[src/rtl/seq_deser_detect_if.sv]
// Bus bundle for seq_deser_detect: serial bit input plus the word and match outputs.
// The master side is the deserializer; the slave side is whoever feeds and drains it.
interface seq_deser_detect_if #(
  parameter int WIDTH = 8,
  parameter int CNT_W = 8
);
  logic             din;
  logic             din_vld;
  logic             out_rdy;
  logic [WIDTH-1:0] dout;
  logic             dout_vld;
  logic             match;
  logic [CNT_W-1:0] match_cnt;
  logic             ovf;

  modport master (
    input  din, din_vld, out_rdy,
    output dout, dout_vld, match, match_cnt, ovf
  );

  modport slave (
    output din, din_vld, out_rdy,
    input  dout, dout_vld, match, match_cnt, ovf
  );
endinterface

[src/rtl/seq_deser_detect.sv]
// Serial-to-parallel MSB-first word assembler with a one-deep output register,
// plus an overlapping pattern detector with a saturating match counter.
module seq_deser_detect #(
  parameter int                   WIDTH   = 8,
  parameter int                   PAT_LEN = 4,
  parameter logic [PAT_LEN-1:0]   PATTERN = 4'b1011,
  parameter int                   CNT_W   = 8
) (
  input  logic                 clk,
  input  logic                 rst_n,
  seq_deser_detect_if.master   bus
);
  localparam int BCW = (WIDTH > 1) ? $clog2(WIDTH) : 1;
  localparam int FCW = $clog2(PAT_LEN + 1);
  localparam logic [BCW-1:0] BIT_LAST  = BCW'(WIDTH - 1);
  localparam logic [FCW-1:0] FILL_FULL = FCW'(PAT_LEN);
  localparam logic [FCW-1:0] FILL_MIN  = FCW'(PAT_LEN - 1);

  typedef enum logic {EMPTY = 1'b0, FULL = 1'b1} state_e;

  state_e             state_q, state_d;
  logic [WIDTH-2:0]   sh_q, sh_d;
  logic [BCW-1:0]     bit_cnt_q, bit_cnt_d;
  logic [WIDTH-1:0]   dout_q, dout_d;
  logic               ovf_q, ovf_d;
  logic [PAT_LEN-1:0] hist_q, hist_d;
  logic [FCW-1:0]     fill_q, fill_d;
  logic               match_q, match_d;
  logic [CNT_W-1:0]   match_cnt_q, match_cnt_d;

  logic               acc;
  logic               complete;
  logic [WIDTH-1:0]   word;
  logic [PAT_LEN-1:0] hist_nx;

  // Datapath: shift register, bit counter and pattern history.
  always_comb begin
    acc       = bus.din_vld;
    word      = {sh_q, bus.din};
    complete  = acc && (bit_cnt_q == BIT_LAST);
    hist_nx   = PAT_LEN'({hist_q, bus.din});

    sh_d      = sh_q;
    bit_cnt_d = bit_cnt_q;
    hist_d    = hist_q;
    fill_d    = fill_q;
    if (acc) begin
      sh_d      = word[WIDTH-2:0];
      bit_cnt_d = complete ? '0 : bit_cnt_q + 1'b1;
      hist_d    = hist_nx;
      if (fill_q != FILL_FULL) fill_d = fill_q + 1'b1;
    end

    // fill_q >= PAT_LEN-1 means the current bit brings the history to full depth.
    match_d     = acc && (hist_nx == PATTERN) && (fill_q >= FILL_MIN);
    match_cnt_d = match_cnt_q;
    if (match_d && (match_cnt_q != '1)) match_cnt_d = match_cnt_q + 1'b1;
  end

  // Output register FSM; dout_vld is the FULL state itself, so it never
  // depends combinationally on out_rdy.
  always_comb begin
    state_d = state_q;
    dout_d  = dout_q;
    ovf_d   = ovf_q;
    unique case (state_q)
      EMPTY: begin
        if (complete) begin
          dout_d  = word;
          state_d = FULL;
        end
      end
      FULL: begin
        if (bus.out_rdy) begin
          if (complete) dout_d = word;
          else          state_d = EMPTY;
        end else if (complete) begin
          ovf_d = 1'b1;
        end
      end
      default: state_d = EMPTY;
    endcase
  end

  always_ff @(posedge clk or negedge rst_n) begin
    if (!rst_n) begin
      state_q     <= EMPTY;
      sh_q        <= '0;
      bit_cnt_q   <= '0;
      dout_q      <= '0;
      ovf_q       <= 1'b0;
      hist_q      <= '0;
      fill_q      <= '0;
      match_q     <= 1'b0;
      match_cnt_q <= '0;
    end else begin
      state_q     <= state_d;
      sh_q        <= sh_d;
      bit_cnt_q   <= bit_cnt_d;
      dout_q      <= dout_d;
      ovf_q       <= ovf_d;
      hist_q      <= hist_d;
      fill_q      <= fill_d;
      match_q     <= match_d;
      match_cnt_q <= match_cnt_d;
    end
  end

  assign bus.dout      = dout_q;
  assign bus.dout_vld  = (state_q == FULL);
  assign bus.match     = match_q;
  assign bus.match_cnt = match_cnt_q;
  assign bus.ovf       = ovf_q;
endmodule

[src/flat_wrapper.sv]
// flat-port wrapper written by rule: the top's interface ports become plain ports
module seq_deser_detect_flat 
#(
  parameter int                   WIDTH   = 8,
  parameter int                   PAT_LEN = 4,
  parameter logic [PAT_LEN-1:0]   PATTERN = 4'b1011,
  parameter int                   CNT_W   = 8
)
  (clk, rst_n, bus_din, bus_din_vld, bus_out_rdy, bus_dout, bus_dout_vld, bus_match, bus_match_cnt, bus_ovf);
  seq_deser_detect_if #(.WIDTH(WIDTH), .CNT_W(CNT_W)) bus_i ();
  input  logic clk;
  input  logic rst_n;
  input wire logic [$bits(bus_i.din)-1:0] bus_din;
  input wire logic [$bits(bus_i.din_vld)-1:0] bus_din_vld;
  input wire logic [$bits(bus_i.out_rdy)-1:0] bus_out_rdy;
  output wire logic [$bits(bus_i.dout)-1:0] bus_dout;
  output wire logic [$bits(bus_i.dout_vld)-1:0] bus_dout_vld;
  output wire logic [$bits(bus_i.match)-1:0] bus_match;
  output wire logic [$bits(bus_i.match_cnt)-1:0] bus_match_cnt;
  output wire logic [$bits(bus_i.ovf)-1:0] bus_ovf;
  assign bus_i.din = bus_din;
  assign bus_i.din_vld = bus_din_vld;
  assign bus_i.out_rdy = bus_out_rdy;
  assign bus_dout = bus_i.dout;
  assign bus_dout_vld = bus_i.dout_vld;
  assign bus_match = bus_i.match;
  assign bus_match_cnt = bus_i.match_cnt;
  assign bus_ovf = bus_i.ovf;
  seq_deser_detect #(.WIDTH(WIDTH), .PAT_LEN(PAT_LEN), .PATTERN(PATTERN), .CNT_W(CNT_W)) u_core (.clk(clk), .rst_n(rst_n), .bus(bus_i));
endmodule
[config.mk]
export PLATFORM = sky130hd
export DESIGN_NAME = seq_deser_detect_flat
export DESIGN_NICKNAME = d
export VERILOG_FILES = /design/src/rtl/seq_deser_detect_if.sv /design/src/rtl/seq_deser_detect.sv /design/src/flat_wrapper.sv
export SDC_FILE = /design/constraint.sdc
export NUM_CORES = 1
export LEC_CHECK = 0
export CORE_ASPECT_RATIO = 0.6
export CORE_MARGIN = 4
export CORE_UTILIZATION = 50
export DETAILED_ROUTE_END_ITERATION = 16
export PLACE_DENSITY = 0.73
export SYNTH_ARGS = -nofsm -noshare
export SYNTH_HDL_FRONTEND = slang
export SYNTH_SLANG_ARGS = --single-unit
[constraint.sdc]
create_clock -name clk -period 4.7 [get_ports clk]
set_input_delay 0.705 -clock clk [delete_from_list [all_inputs] [get_ports clk]]
set_output_delay 0.705 -clock clk [all_outputs]
set_load 0.03 [all_outputs]
* Word-level counts from Yosys, hierarchy flattened
Cells that the tools add are included. Widths: inputs -> output; s select.
Operators by class: bitwise gates (word level) 2, shift-type cells 0, mux-type cells 7, add/sub/neg operators 3, equality and inequality tests 5, divide/modulo/power cells 0, $mul 0, order comparisons 1, reductions and logical operators 6
Operators by type and width (count):
- $mux 8 | 2
- $pmux 8 s2 | 1
- $add 8x1->8 const B | 1
- $ne 8x8->1 const B | 1
- $add 3x1->3 const B | 2
- $eq 4x4->1 const B | 1
- $logic_and 1x1->1 | 4
- $eq 3x3->1 const B | 1
- $ge 3x2->1 const B | 1
- $mux 3 | 1
- $ne 3x3->1 const B | 1
- $reduce_and 3->1 | 1
- $mux 1 | 2
- $ne 2x2->1 const B | 1
- $not 1->1 | 2
- $pmux 1 s2 | 1
- $reduce_and 2->1 | 1
Storage, ports and cells: memory bits (read-only) 0, output and inout port bits 19, bits in writable memories 0, logic and storage cells 33, bits of input ports 5, memories kept 0, bits in latches 0, register bits 35

* Logic depth before layout (Yosys ltp)
Gate-level depths: netlist (run 1).
depth in word-level cells 5, depth in mapped cells 8, mapped depth without buffers 7

* Least setup slack after synthesis (run 1)
OpenSTA, ideal clock, no wires.
path type input to register, from input port bus_din, to register u_core.match_cnt_q[1], in the netlist u_core.bus.match_cnt[1], path slack 2.693 ns, cell stages on the path 5, required time 4.572 ns, library setup time 0.128 ns, path buffers 1, arrival time 1.880 ns, path through nand2_1 -> or4_1 -> buf_2 -> nor2_2 -> mux2_1
Between the ends: word-level cells in the longest chain between the ends 4
Ends and longest elaborated chain:
- from (decl) | line flat_wrapper.sv:13 | input wire logic [$bits(bus_i.din)-1:0] bus_din;
- $eq 4x4->1 | line seq_deser_detect.sv:55 | match_d = acc && (hist_nx == PATTERN) && (fill_q >= FILL_MIN);
- $logic_and 1x1->1 (2 in series) | line seq_deser_detect.sv:55
- $logic_and 1x1->1 | line seq_deser_detect.sv:57 | if (match_d && (match_cnt_q != '1)) match_cnt_d = match_cnt_q + 1'b1;
- to (signal assigned) | line seq_deser_detect.sv:105 | match_cnt_q <= match_cnt_d;
- to (decl) | line seq_deser_detect.sv:29 | logic [CNT_W-1:0] match_cnt_q, match_cnt_d;
No other way between the ends. A chain may end at the register's enable or synchronous reset.

* Worst setup path in the final report (run 1)
from input port bus_din_vld, to register u_core.match_cnt_q[1], in the netlist u_core.bus.match_cnt[1]
Between the ends: word-level cells in the longest chain between the ends 3
Ends and longest elaborated chain:
- from (decl) | line flat_wrapper.sv:14 | input wire logic [$bits(bus_i.din_vld)-1:0] bus_din_vld;
- $logic_and 1x1->1 (2 in series) | line seq_deser_detect.sv:55
- $logic_and 1x1->1 | line seq_deser_detect.sv:57
No other way between the ends.

==> flow_summary.yaml, run 1 <==
outcome:
  status: "completed"
synth:
  async_flop_share_pct: 100
  synthesis.nets: 119
  synth_top_cells_by_area: "dfrtp_1 58%, mux2_2 12%, ha_1 5.5%"
  yosys.area.top_type_share_pct: 58.3
  synth_top_area_cell: "dfrtp_1"
  synth-seq-cells: 32
  avgSynthCellArea_sq_um: 12.7
  synth-warning-count: 0
  synth-edff-count: 0
  synthFlopType: "dfrtp_1"
  syn_area_sq_mm: 0.00137
  yosysSeqAreaShare_pct: 58.3
  ys_types: 29
  synthCells: 108
drt:
  vias_per_cell: 5.24
  avgRoutedWirePerCell_microns: 14.7
  drt_iter0_drc: 64
  drtPass1Iterations: 4
  routed_wl_mm: 2.48
  drc_errors: 0
  ant_nets: 0
  vias: 886
worst_setup_path:
  criticalPathCategory: "in2reg"
  start_kind: "input port"
  critPathRequiredTime_ns: 4.86
  critical_path_arrival_ns: 2.82
  end_kind: "flip-flop"
  cp-startpoint: "bus_din_vld"
  worstPathMaxFanout: 12
  rr_startpoint: "u_core.fill_q[1]"
cells_and_area:
  nets: 147
  mostFrequentLayoutCells: "32 x dfrtp_1, 23 x clkdlybuf4s50_1, 15 x mux2_2"
  diodes: 0
  final_common_cell: "dfrtp_1"
  drive_gt1_share_pct: 19.7
  area_growth_syn_to_layout_pct: 27.2
  finish.utilization_pct: 68.2
clocking:
  ctsLongestPathBuffers: 2
  cts.sinks: 32
  clk_pin_slew_ns: 0.07
  htreeDepth: 2
  cts_setup_buffers: 0
  cts_tree: "yes"
  numCtsBuffers: 5
  cts_hold_buf: 0
  cts-root-buf: "clkbuf_8"
  clk_latency_ns: 0.28
  cts-resized-gates: 0
floorplan:
  initial_core_util_pct: 53.7
  core_area_sq_mm: 0.00256
  dieArea_sq_mm: 0.00367
  num_io_pins: 24
  num_rows: 14
  die_h_microns: 48.6
  die_width_microns: 75.6
power:
  total_leakage_power_nw: 0.790
  powerDensity_mw_per_mm2: 590
  power_frac_seq_pct: 41.1
  intPower_mw: 0.684
  p_total_mw: 1.03
  power.net_switching_mw: 0.345
  clkPwrFrac_pct: 24.6
  combPwrFrac_pct: 34.3
  swShare_pct: 33.5
  ir_worst_vdd_v: 0.000357
min_path:
  hold_start: "u_core.bus.ovf"
  hold_class: "reg2reg"
global_route:
  first_global_vias: 901
  gr-total-overflow: 0
  grt_pass1_wl_mm: 4.36
  antenna_found_initial: 0
  grt_max_degree: 33
  grt_use_total_pct: 16.6
timing:
  period_minus_slack_ns: 2.66
  rsz0062_at_grt: "no"
  fmax_mhz: 377
  period_share_pct: 56.5
  finalMaxSlewViolations: 0
  finalHoldViolCount: 0
  setup_viol: 0
  tightest_slew_ns: 0.753
  relSlewSlack_pct: 49.7
  fin_setup_tns_ns: 0
  setup_ws_ns: 2.04
  whs_ns: 0.476
  finClkSkew_ns: 0.00635
placed_design:
  pre_cts_ws_ns: 1.74
  routabilityCongestion: 0.750
  portBuffers: 23
  dp_hpwl_mm: 1.79
flow_run:
  cap_violations: 0
## sequential cells by signal, indices dropped and copies added (netlist names)
register,flops
u_core.bit_cnt_q,3
u_core.bus.dout_vld,1
u_core.bus.match_cnt,8
u_core.bus.match,1
u_core.bus.dout,8
u_core.fill_q,3
u_core.sh_q,7
u_core.bus.ovf,1
## synthesized netlist by cell type (2+ instances only)
master / n
xor2_1: 3
xnor2_1: 2
nand2_1: 9
a21oi_1: 3
nand4_1: 2
nand3_1: 2
ha_1: 6
mux2_1: 2
dfrtp_1: 32
clkbuf_1: 2
o21ai_0: 4
mux2_2: 15
inv_1: 6
nor2_1: 5
## power groups by stage
stage,logic (mW),registers (mW),clock network (mW)
finish,0.353,0.423,0.253
global route,0.380,0.437,0.276
CTS,0.358,0.424,0.259
detailed placement,0.353,0.427,0
global placement,0.337,0.420,0
floorplan,0.129,0.504,0
## final cells by class
| class | instances | area (sq um) |
|---|---|---|
| Clock buffer | 6 | 72.6 |
| Clock inverter | 2 | 35.0 |
| Fill cell | 191 | 812 |
| Inverter | 7 | 26.3 |
| Multi-Input combinational cell | 66 | 533 |
| Sequential cell | 32 | 801 |
| Tap cell | 32 | 40.0 |
| Timing Repair Buffer | 24 | 238 |
## cells by family after synthesis
family	Yosys count	synth area share [%]
flip-flops	32	58.3
buffers and inverters	10	2.83
AND/OR/NAND/NOR	25	10.2
adder cells (fa/ha/maj)	6	5.47
AO/OA/AOI/OAI	13	6.02
multiplexers	17	13.9
XOR/XNOR	5	3.19
## per-stage QoR
stage	instances	cell area, sq um
after floorplan	108	1370
after global placement	161	1640
after detailed placement	161	1640
after CTS	169	1750
after global routing	169	1750
final	169	1750
## metal layers
| metal | track usage (%) | vias to the layer above | share of wire, % |
|---|---|---|---|
| li1 | - | 430 | - |
| met1 | 23.2 | 422 | 50 |
| met2 | 20.9 | 24 | 42 |
| met3 | 6.82 | 10 | 4.8 |
| met4 | 10.5 | 0 | 3.9 |
| met5 | 0 | - | 0 |
## final timing paths
check / end / slack [ns] / depth (start not counted)
min: u_core.bus.ovf / 0.48 / 1
min reg2reg: u_core.bus.ovf / 0.48 / 1
max in group asynchronous: u_core.sh_q[1] / 3.59 / 2
max: u_core.bus.match_cnt[1] / 2.04 / 5
min in group asynchronous: u_core.bit_cnt_q[2] / 0.81 / 2
max reg2reg: u_core.bus.match_cnt[1] / 2.65 / 6
## worst max-delay path, cell delays in order
cell             delay (ns)
clkdlybuf4s50_1        0.73
nand2_1                0.13
or4_1                  0.68
nor2_2                 0.24
mux2_1                 0.33
(Power assumes the default switching activity.)
==> run 2, diff against run 1 <==
--- a/config.mk
+++ b/config.mk
@@ -7,9 +7,9 @@
 export LEC_CHECK = 0
 export CORE_ASPECT_RATIO = 0.6
 export CORE_MARGIN = 4
-export CORE_UTILIZATION = 50
+export CORE_UTILIZATION = 46
 export DETAILED_ROUTE_END_ITERATION = 16
-export PLACE_DENSITY = 0.73
+export PLACE_DENSITY = 0.71
 export SYNTH_ARGS = -nofsm -noshare
 export SYNTH_HDL_FRONTEND = slang
 export SYNTH_SLANG_ARGS = --single-unit
==> constraint.sdc (replaced) <==
create_clock -name clk -period 2.1 [get_ports clk]
set_input_delay 0.315 -clock clk [delete_from_list [all_inputs] [get_ports clk]]
set_output_delay 0.315 -clock clk [all_outputs]
set_load 0.03 [all_outputs]
==> run 2 against run 1 <==
Global-route usage shrank 1.6 points. Count of clock-buffer cells in the layout grew 1. Register-to-register slack lost 2.5 ns. Via count grew 1.6%. Die area grew 7.5%. First-iteration DRC count shrank 19%. Sequential cell count is the same. Sequential power grew 120%. Largest cell class unchanged. Worst hold slack lost 0.048 ns. Clock skew grew 0.0013 ns. Utilization shrank 6.4 points.
==> flow_summary.yaml, run 2 (synthesis gave the netlist of run 1 again) <==
outcome:
  status: "completed"
power:
  swShare_pct: 33.4
  clkPwrFrac_pct: 22.5
  powerDensity_mw_per_mm2: 1240
  p_total_mw: 2.21
  ir_worst_vdd_v: 0.000707
  total_leakage_power_nw: 0.805
  power_frac_seq_pct: 42.5
  power.net_switching_mw: 0.737
  combPwrFrac_pct: 35.0
  intPower_mw: 1.47
cells_and_area:
  final_common_cell: "dfrtp_1"
  num-fill-cells: 224
  fin_area_sq_mm: 0.00178
  finish.utilization_pct: 61.9
  stdcell_count: 182
  nets: 151
  mostFrequentLayoutCells: "32 x dfrtp_1, 23 x clkdlybuf4s50_1, 15 x mux2_2"
  drive_gt1_share_pct: 22.1
  diodes: 0
  regArea_sq_um: 801
  area_growth_syn_to_layout_pct: 29.4
  multi_input_area_sq_um: 533
floorplan:
  die_h_microns: 50.3
  die_width_microns: 78.5
  dieArea_sq_mm: 0.00395
  num_rows: 15
  num_io_pins: 24
  initial_core_util_pct: 47.8
  core_area_sq_mm: 0.00287
timing:
  finClkSkew_ns: 0.00762
  whs_ns: 0.428
  period_minus_slack_ns: 1.93
  fin_setup_tns_ns: 0
  rsz0062_at_grt: "no"
  finalMaxSlewViolations: 0
  tightest_slew_ns: 0.399
  finalHoldViolCount: 0
  setup_viol: 0
  setup_ws_ns: 0.168
  relSlewSlack_pct: 73.4
  fmax_mhz: 518
  period_share_pct: 92.0
global_route:
  gr-total-overflow: 0
  grt_use_total_pct: 15.0
  grt_pass1_wl_mm: 4.35
  antenna_found_initial: 0
  grt_max_degree: 33
  first_global_vias: 912
worst_setup_path:
  critPathRequiredTime_ns: 2.30
  cpMostUsedCell: "ha_1"
  end_kind: "flip-flop"
  worstPathMaxFanout: 4
  slowest_stage: "or4_1"
  criticalPathCategory: "reg2reg"
  critical_path_arrival_ns: 2.13
  path_cells: "ha_1 > ha_1 > a211oi_1 > or4_1 > buf_4 > nor4_2 > xnor2_1"
  critical_path.max_stage_delay_ns: 0.46
  start_kind: "flip-flop"
placed_design:
  dp_hpwl_mm: 1.76
  pre_cts_ws_ns: -0.0914
  routabilityCongestion: 0.844
  dp_cells: 175
  dpl_cell_area_sq_mm: 0.00168
  portBuffers: 23
drt:
  drc_errors: 0
  routed_wl_mm: 2.41
  vias_per_cell: 4.95
  drtPass1Iterations: 4
  drt_iter0_drc: 52
  avgRoutedWirePerCell_microns: 13.2
  ant_nets: 0
  vias: 900
clocking:
  cts.sinks: 32
  cts_setup_buffers: 0
  clk_latency_ns: 0.28
  cts-root-buf: "clkbuf_8"
  cts-resized-gates: 0
  ctsLongestPathBuffers: 2
  cts_hold_buf: 0
  numCtsBuffers: 5
  cts_tree: "yes"
  clk_pin_slew_ns: 0.06
  htreeDepth: 2
min_path:
  hold_class: "in2async"
flow_run:
  cap_violations: 0
run 2: critical path, delay by kind of cell, from the launching register on:
kind	cells	cell delay (ns)
compound gates	1	0.05
buf+inv	1	0.19
flops	1	0.38
fa+ha+maj	2	0.31
simple gates	2	0.77
xor+xnor	1	0.15
run 2: worst paths after layout:
path / startpoint / endpoint / cells after the start / slack, ns
min in group clk: u_core.bus.ovf / u_core.bus.ovf / 1 / 0.48
min: rst_n / u_core.bus.dout_vld / 2 / 0.43
max reg2reg: u_core.fill_q[0] / u_core.bus.match_cnt[7] / 7 / 0.17
min reg2reg: u_core.bus.ovf / u_core.bus.ovf / 1 / 0.48
max in group asynchronous: rst_n / u_core.bus.dout[3] / 2 / 1.38
max: u_core.fill_q[0] / u_core.bus.match_cnt[7] / 7 / 0.17
run 2: per-layer routing:
metal	share of wire (%)	global-route usage, %	up-vias
li1	-	-	435
met1	53	20.8	441
met2	42	19.7	22
met3	4.5	7.53	2
met4	0.58	6.10	0
met5	0	0	-
run 2: final cells by class:
class | count | share of cell area, %
inverters | 7 | 1.48
well taps | 42 | 2.96
clock buffers | 7 | 5.42
flip-flops and latches | 32 | 45.1
multi-input cells | 66 | 30.0
repair buffers | 28 | 15.1
run 2: power by group through the flow:
stage               clock (mW)  combinational [mW]  sequential (mW)
CTS                      0.512               0.786            0.941
floorplan                    0               0.288             1.13
finish                   0.497               0.773            0.937
global placement             0               0.765            0.937
detailed placement           0               0.782            0.951
global route             0.553               0.838            0.971
==> RTL edit 1, RTL diff (flow settings as in run 2) <==
Make the reset (`rst_n`) synchronous in one clocked block.
--- a/src/rtl/seq_deser_detect.sv
+++ b/src/rtl/seq_deser_detect.sv
@@ -84,3 +84,3 @@
 
-  always_ff @(posedge clk or negedge rst_n) begin
+  always_ff @(posedge clk) begin
     if (!rst_n) begin
Behaviour: differs if rst_n is asserted again (counterexample within 10 cycles, from zero or initial values and one cycle with rst_n low); with rst_n held inactive, the same outputs for 10 cycles.
==> RTL edit 1 against run 2 <==
Critical path depth unchanged; cell area down 3.7%; synthesized cell count up 34%; sequential cell count unchanged; setup slack better by 0.0060 ns; wire length up 24%; hold slack better by 0.047 ns; synthesized area down 1.9%; final cell count up 16%; global-route usage up 1.6 points; critical endpoint is now u_core.bus.match_cnt[0]; largest cell class unchanged; highest routed layer unchanged.
Power is not compared: it rests on default switching activity, and its combinational part moved more than twofold at a synthesized area within 25%.
==> RTL edit 1: results <==
group,metric,value,unit
run_status,outcome,"complete, no violations",
power,p_leak,0.623,nW
clock_network,cts_made_buffers,5,
global_routing,grt_pass1_wl,4950,um
finish,drive_above_1_share,0.0814,
clock_network,clk_pin_slew_worst_paths,0.06,ns
sta,whs,0.475,ns
sta,worst_pin_slew,0.650,ns
global_routing,track_usage,0.167,
yosys,synth.cells.most_frequent,"dfxtp_1 (32), nor2_1 (24), mux2i_1 (14), a21oi_1 (12)",
yosys,synth.net_count,156,
routing,wl_per_cell,14.1,um
placed_design,placedCellCount,205,
yosys,synth_top_flop_cell,"dfxtp_1",
finish,fin_nets,183,
sta,fin_skew,0.00509,ns
setup_path,cp_max_fo,14,
routing,num_vias,1109,
yosys,synthArstFlopShare,0,
placed_design,hpwl,2160,um
routing,vias_per_cell,5.23,
yosys,yosysSeqAreaShare,0.476,
setup_path,worstReg2RegStart,"u_core.fill_q[0]",
finish,final_common_cell,"dfxtp_1",
placed_design,gp_congestion,0.748,
yosys,synthTopCellsByArea,"dfxtp_1 (48%), mux2i_1 (10%), nor2_1 (6.7%), ha_1 (5.6%), a21oi_1 (4.5%)",
setup_path,crit_arrival,2.12,ns
setup_path,endpoint,"u_core.bus.match_cnt[0]",
routing,drt_iter0_drc,138,
yosys,synth.distinct_cells,33,
yosys,syn_avg_cell_area,9.28,um2
routing,drt-pass1-iter-count,4,
global_routing,grt_max_degree,22,
min_path,hold_class,"reg2reg",
finish,diodes,0,
power,peakVddDrop,0.420,mV
==> RTL edit 1: power breakdown <==
part           switching (mW)  total (mW)  internal (mW)
clock network           0.206       0.498          0.291
registers             0.00973       0.628          0.618
logic                  0.0337      0.0611         0.0273
total                   0.250        1.19          0.937
==> RTL edit 1: critical path: stages, from the launching register on <==
cell and delay, ns:
dfxtp_2 0.36, ha_1 0.15, ha_1 0.14, a211oi_1 0.05, or3_1 0.43, buf_4 0.21
or3_1 0.35, a21oi_1 0.16
==> RTL edit 1: final cells by class <==
cell class              count  area [um2]
clock buffers               7        96.3
fillers                   230         933
inverters                   7        26.3
multi-input cells          99         637
flip-flops and latches     32         642
well taps                  40        50.0
repair buffers             27         260
==> RTL edit 1: per-layer routing <==
metal | vias up | track usage | wire (um)
met2 | 19 | 0.268 | 1350
met3 | 4 | 0.0709 | 140
met4 | 0 | 0.0562 | 34
met5 | - | 0 | 0
li1 | 560 | - | -
met1 | 526 | 0.199 | 1460
==> RTL edit 1: per-stage QoR <==
stage          instance area [um2]  setup WS (ns)  utilization
5_1_grt                       1710         0.0622        0.647
2_1_floorplan                 1350          0.237            -
3_5_place_dp                  1610        -0.0318        0.610
6_report                      1710          0.174        0.647
4_1_cts                       1710          0.115        0.647
3_3_place_gp                  1610         0.0420        0.610
==> RTL edit 1: kinds of logic after synthesis <==
logic type | Yosys count | share of synthesized area
AO/OA/AOI/OAI | 27 | 0.124
buffers and inverters | 14 | 0.0511
adder cells (fa/ha/maj) | 6 | 0.0558
XOR/XNOR | 1 | 0.00651
multiplexers | 14 | 0.104
AND/OR/NAND/NOR | 51 | 0.183
flip-flops | 32 | 0.476
==> RTL edit 1: repair_timing <==
action,in CTS,in global routing
resized for setup,0,1
endpoints found under the setup margin,0,1
hold endpoints to repair,0,0
==> RTL edit 2, RTL diff (config.mk and constraints of run 2) <==
Made on the original files. `WIDTH` is set to 8 in 3 places; all go to 32.
--- a/src/rtl/seq_deser_detect_if.sv
+++ b/src/rtl/seq_deser_detect_if.sv
@@ -3,3 +3,3 @@
 interface seq_deser_detect_if #(
-  parameter int WIDTH = 8,
+  parameter int WIDTH = 32,
   parameter int CNT_W = 8
--- a/src/rtl/seq_deser_detect.sv
+++ b/src/rtl/seq_deser_detect.sv
@@ -3,3 +3,3 @@
 module seq_deser_detect #(
-  parameter int                   WIDTH   = 8,
+  parameter int                   WIDTH   = 32,
   parameter int                   PAT_LEN = 4,
--- a/src/flat_wrapper.sv
+++ b/src/flat_wrapper.sv
@@ -3,3 +3,3 @@
 #(
-  parameter int                   WIDTH   = 8,
+  parameter int                   WIDTH   = 32,
   parameter int                   PAT_LEN = 4,
Interface: changed (resized bus_dout); port bits go from 24 to 48. The function was not compared with the original's and may differ.
==> RTL edit 2 against run 2 <==
Combinational power grew 44%; via count grew 110%; clock skew shrank 0.0015 ns; wire length grew 150%; synthesized area grew 140%; die area grew 110%; sequential cell count grew 50; power grew 130%; sequential power grew 150%; synthesized cell count grew 100%; first-iteration DRC count grew 52%; cell area grew 140%; setup slack lost 0.013 ns.
==> RTL edit 2: results <==
group,metric,value,unit
setup_path,r2r_cells,7,
setup_path,cpLargestDelayFamily,"simple AND/OR/NAND/NOR gates",
placed_design,port_buffers,47,
global_routing,grt_max_degree,45,
sta,fin_skew,0.00615,ns
setup_path,slowest_stage,"dfrtp_1",
routing,wl_per_cell,16.2,um
global_routing,first_global_vias,1984,
setup_path,startpoint,"u_core.bit_cnt_q[0]",
yosys,synthXorXnorAreaFrac,0.0163,
yosys,synthArstFlopShare,1.00,
setup_path,rrSetupSlack,0.16,ns
yosys,synthAdderAreaFrac,0.0232,
yosys,synth.cells.most_frequent,"dfrtp_1 (82), mux2_2 (64), nand2_1 (10), o21ai_0 (8), inv_1 (7)",
global_routing,track_usage,0.158,
finish,fin_area,4210,um2
yosys,synth_compound_area_frac,0.0337,
finish,fillCellCount,523,
finish,drive_above_1_share,0.331,
routing,drt_iter0_drc,79,
finish,largest_reg_flops,32,
placed_design,place_area,3850,um2
placed_design,gp_congestion,0.839,
finish,diodes,0,
yosys,synthTopCellsByArea,"dfrtp_1 (64%), mux2_2 (22%), ha_1 (2.3%), o21ai_0 (1.2%), nand2_1 (1.2%)",
yosys,yosysWarnings,0,
clock_network,clock_latency,0.33,ns
run_status,outcome,"complete, no violations",
setup_path,cp_max_fo,21,
routing,num_vias,1924,
global_routing,grt_pass1_wl,10100,um
clock_network,clk_pin_slew_worst_paths,0.06,ns
yosys,synth_mux_area_frac,0.227,
setup_path,critical-path-max-stage-delay,0.36,ns
setup_path,crit_arrival,2.16,ns
yosys,yosysSeqAreaShare,0.635,
min_path,hold_class,"reg2reg",
power,peakVddDrop,0.708,mV
setup_path,endpoint,"u_core.bus.dout[22]",
clock_network,htreeDepth,3,
yosys,synth.net_count,231,
clock_network,root_buffer,"clkbuf_16",
routing,drt-pass1-iter-count,4,
sta,relSlewSlack,0.623,
finish,fin_nets,290,
placed_design,hpwl,4060,um
sta,whs,0.484,ns
min_path,min_to,"u_core.bus.dout[6]",
clock_network,cts_made_buffers,9,
power,p_leak,1.97,nW
RTL edit 2: cell count changes in the layout (fill, tap and decap cells not counted), sizes merged, moves of 3 or more:
cell / change
clkdlybuf4s50: +23
clkbuf: +4
o21ai: +4
nor2: -3
mux2: +48
dfrtp: +50
buf: +5
RTL edit 2: routing by layer:
metal	wire [um]	share of wire	global-route usage
met1	2690	0.45	0.209
met5	0	0	0
met2	2750	0.46	0.233
met4	104	0.017	0.0656
met3	470	0.078	0.0663
RTL edit 2: worst reg2reg max path: stages, from the launching register on:
cell and delay, ns:
dfrtp_1 0.36, ha_1 0.19, and3_1 0.16, ha_1 0.19, nand2_1 0.13, nor2b_2 0.23
buf_12 0.20, mux2_2 0.36
RTL edit 2: metrics by stage:
stage,instances,worst slack (ns),power [mW]
floorplan,220,0.128,2.95
global placement,353,-0.0127,3.36
detailed placement,353,-0.125,3.42
CTS,370,0.00161,5.03
global route,371,-0.00376,5.27
finish,371,0.155,4.99
RTL edit 2: power breakdown:
group / leakage [nW] / internal (mW) / switching (mW) / total [mW]
clock: 0.142 / 0.959 / 0.610 / 1.57
sequential: 1.08 / 2.00 / 0.317 / 2.31
combinational: 0.751 / 0.571 / 0.534 / 1.11
total: 1.97 / 3.53 / 1.46 / 4.99
RTL edit 2: area by class of cell:
class,count,share of cell area
sequential,82,0.488
multi-input combinational,122,0.271
timing repair buffer,57,0.136
clock buffer,11,0.0577
tap,87,0.0259
clock inverter,5,0.0149
inverter,7,0.00624
RTL edit 2: what timing repair did:
item,CTS,global route
hold buffers,1,0
gates resized for setup,0,5
endpoints found under the hold margin,18,0
setup endpoints to repair,0,12
setup buffers,0,1
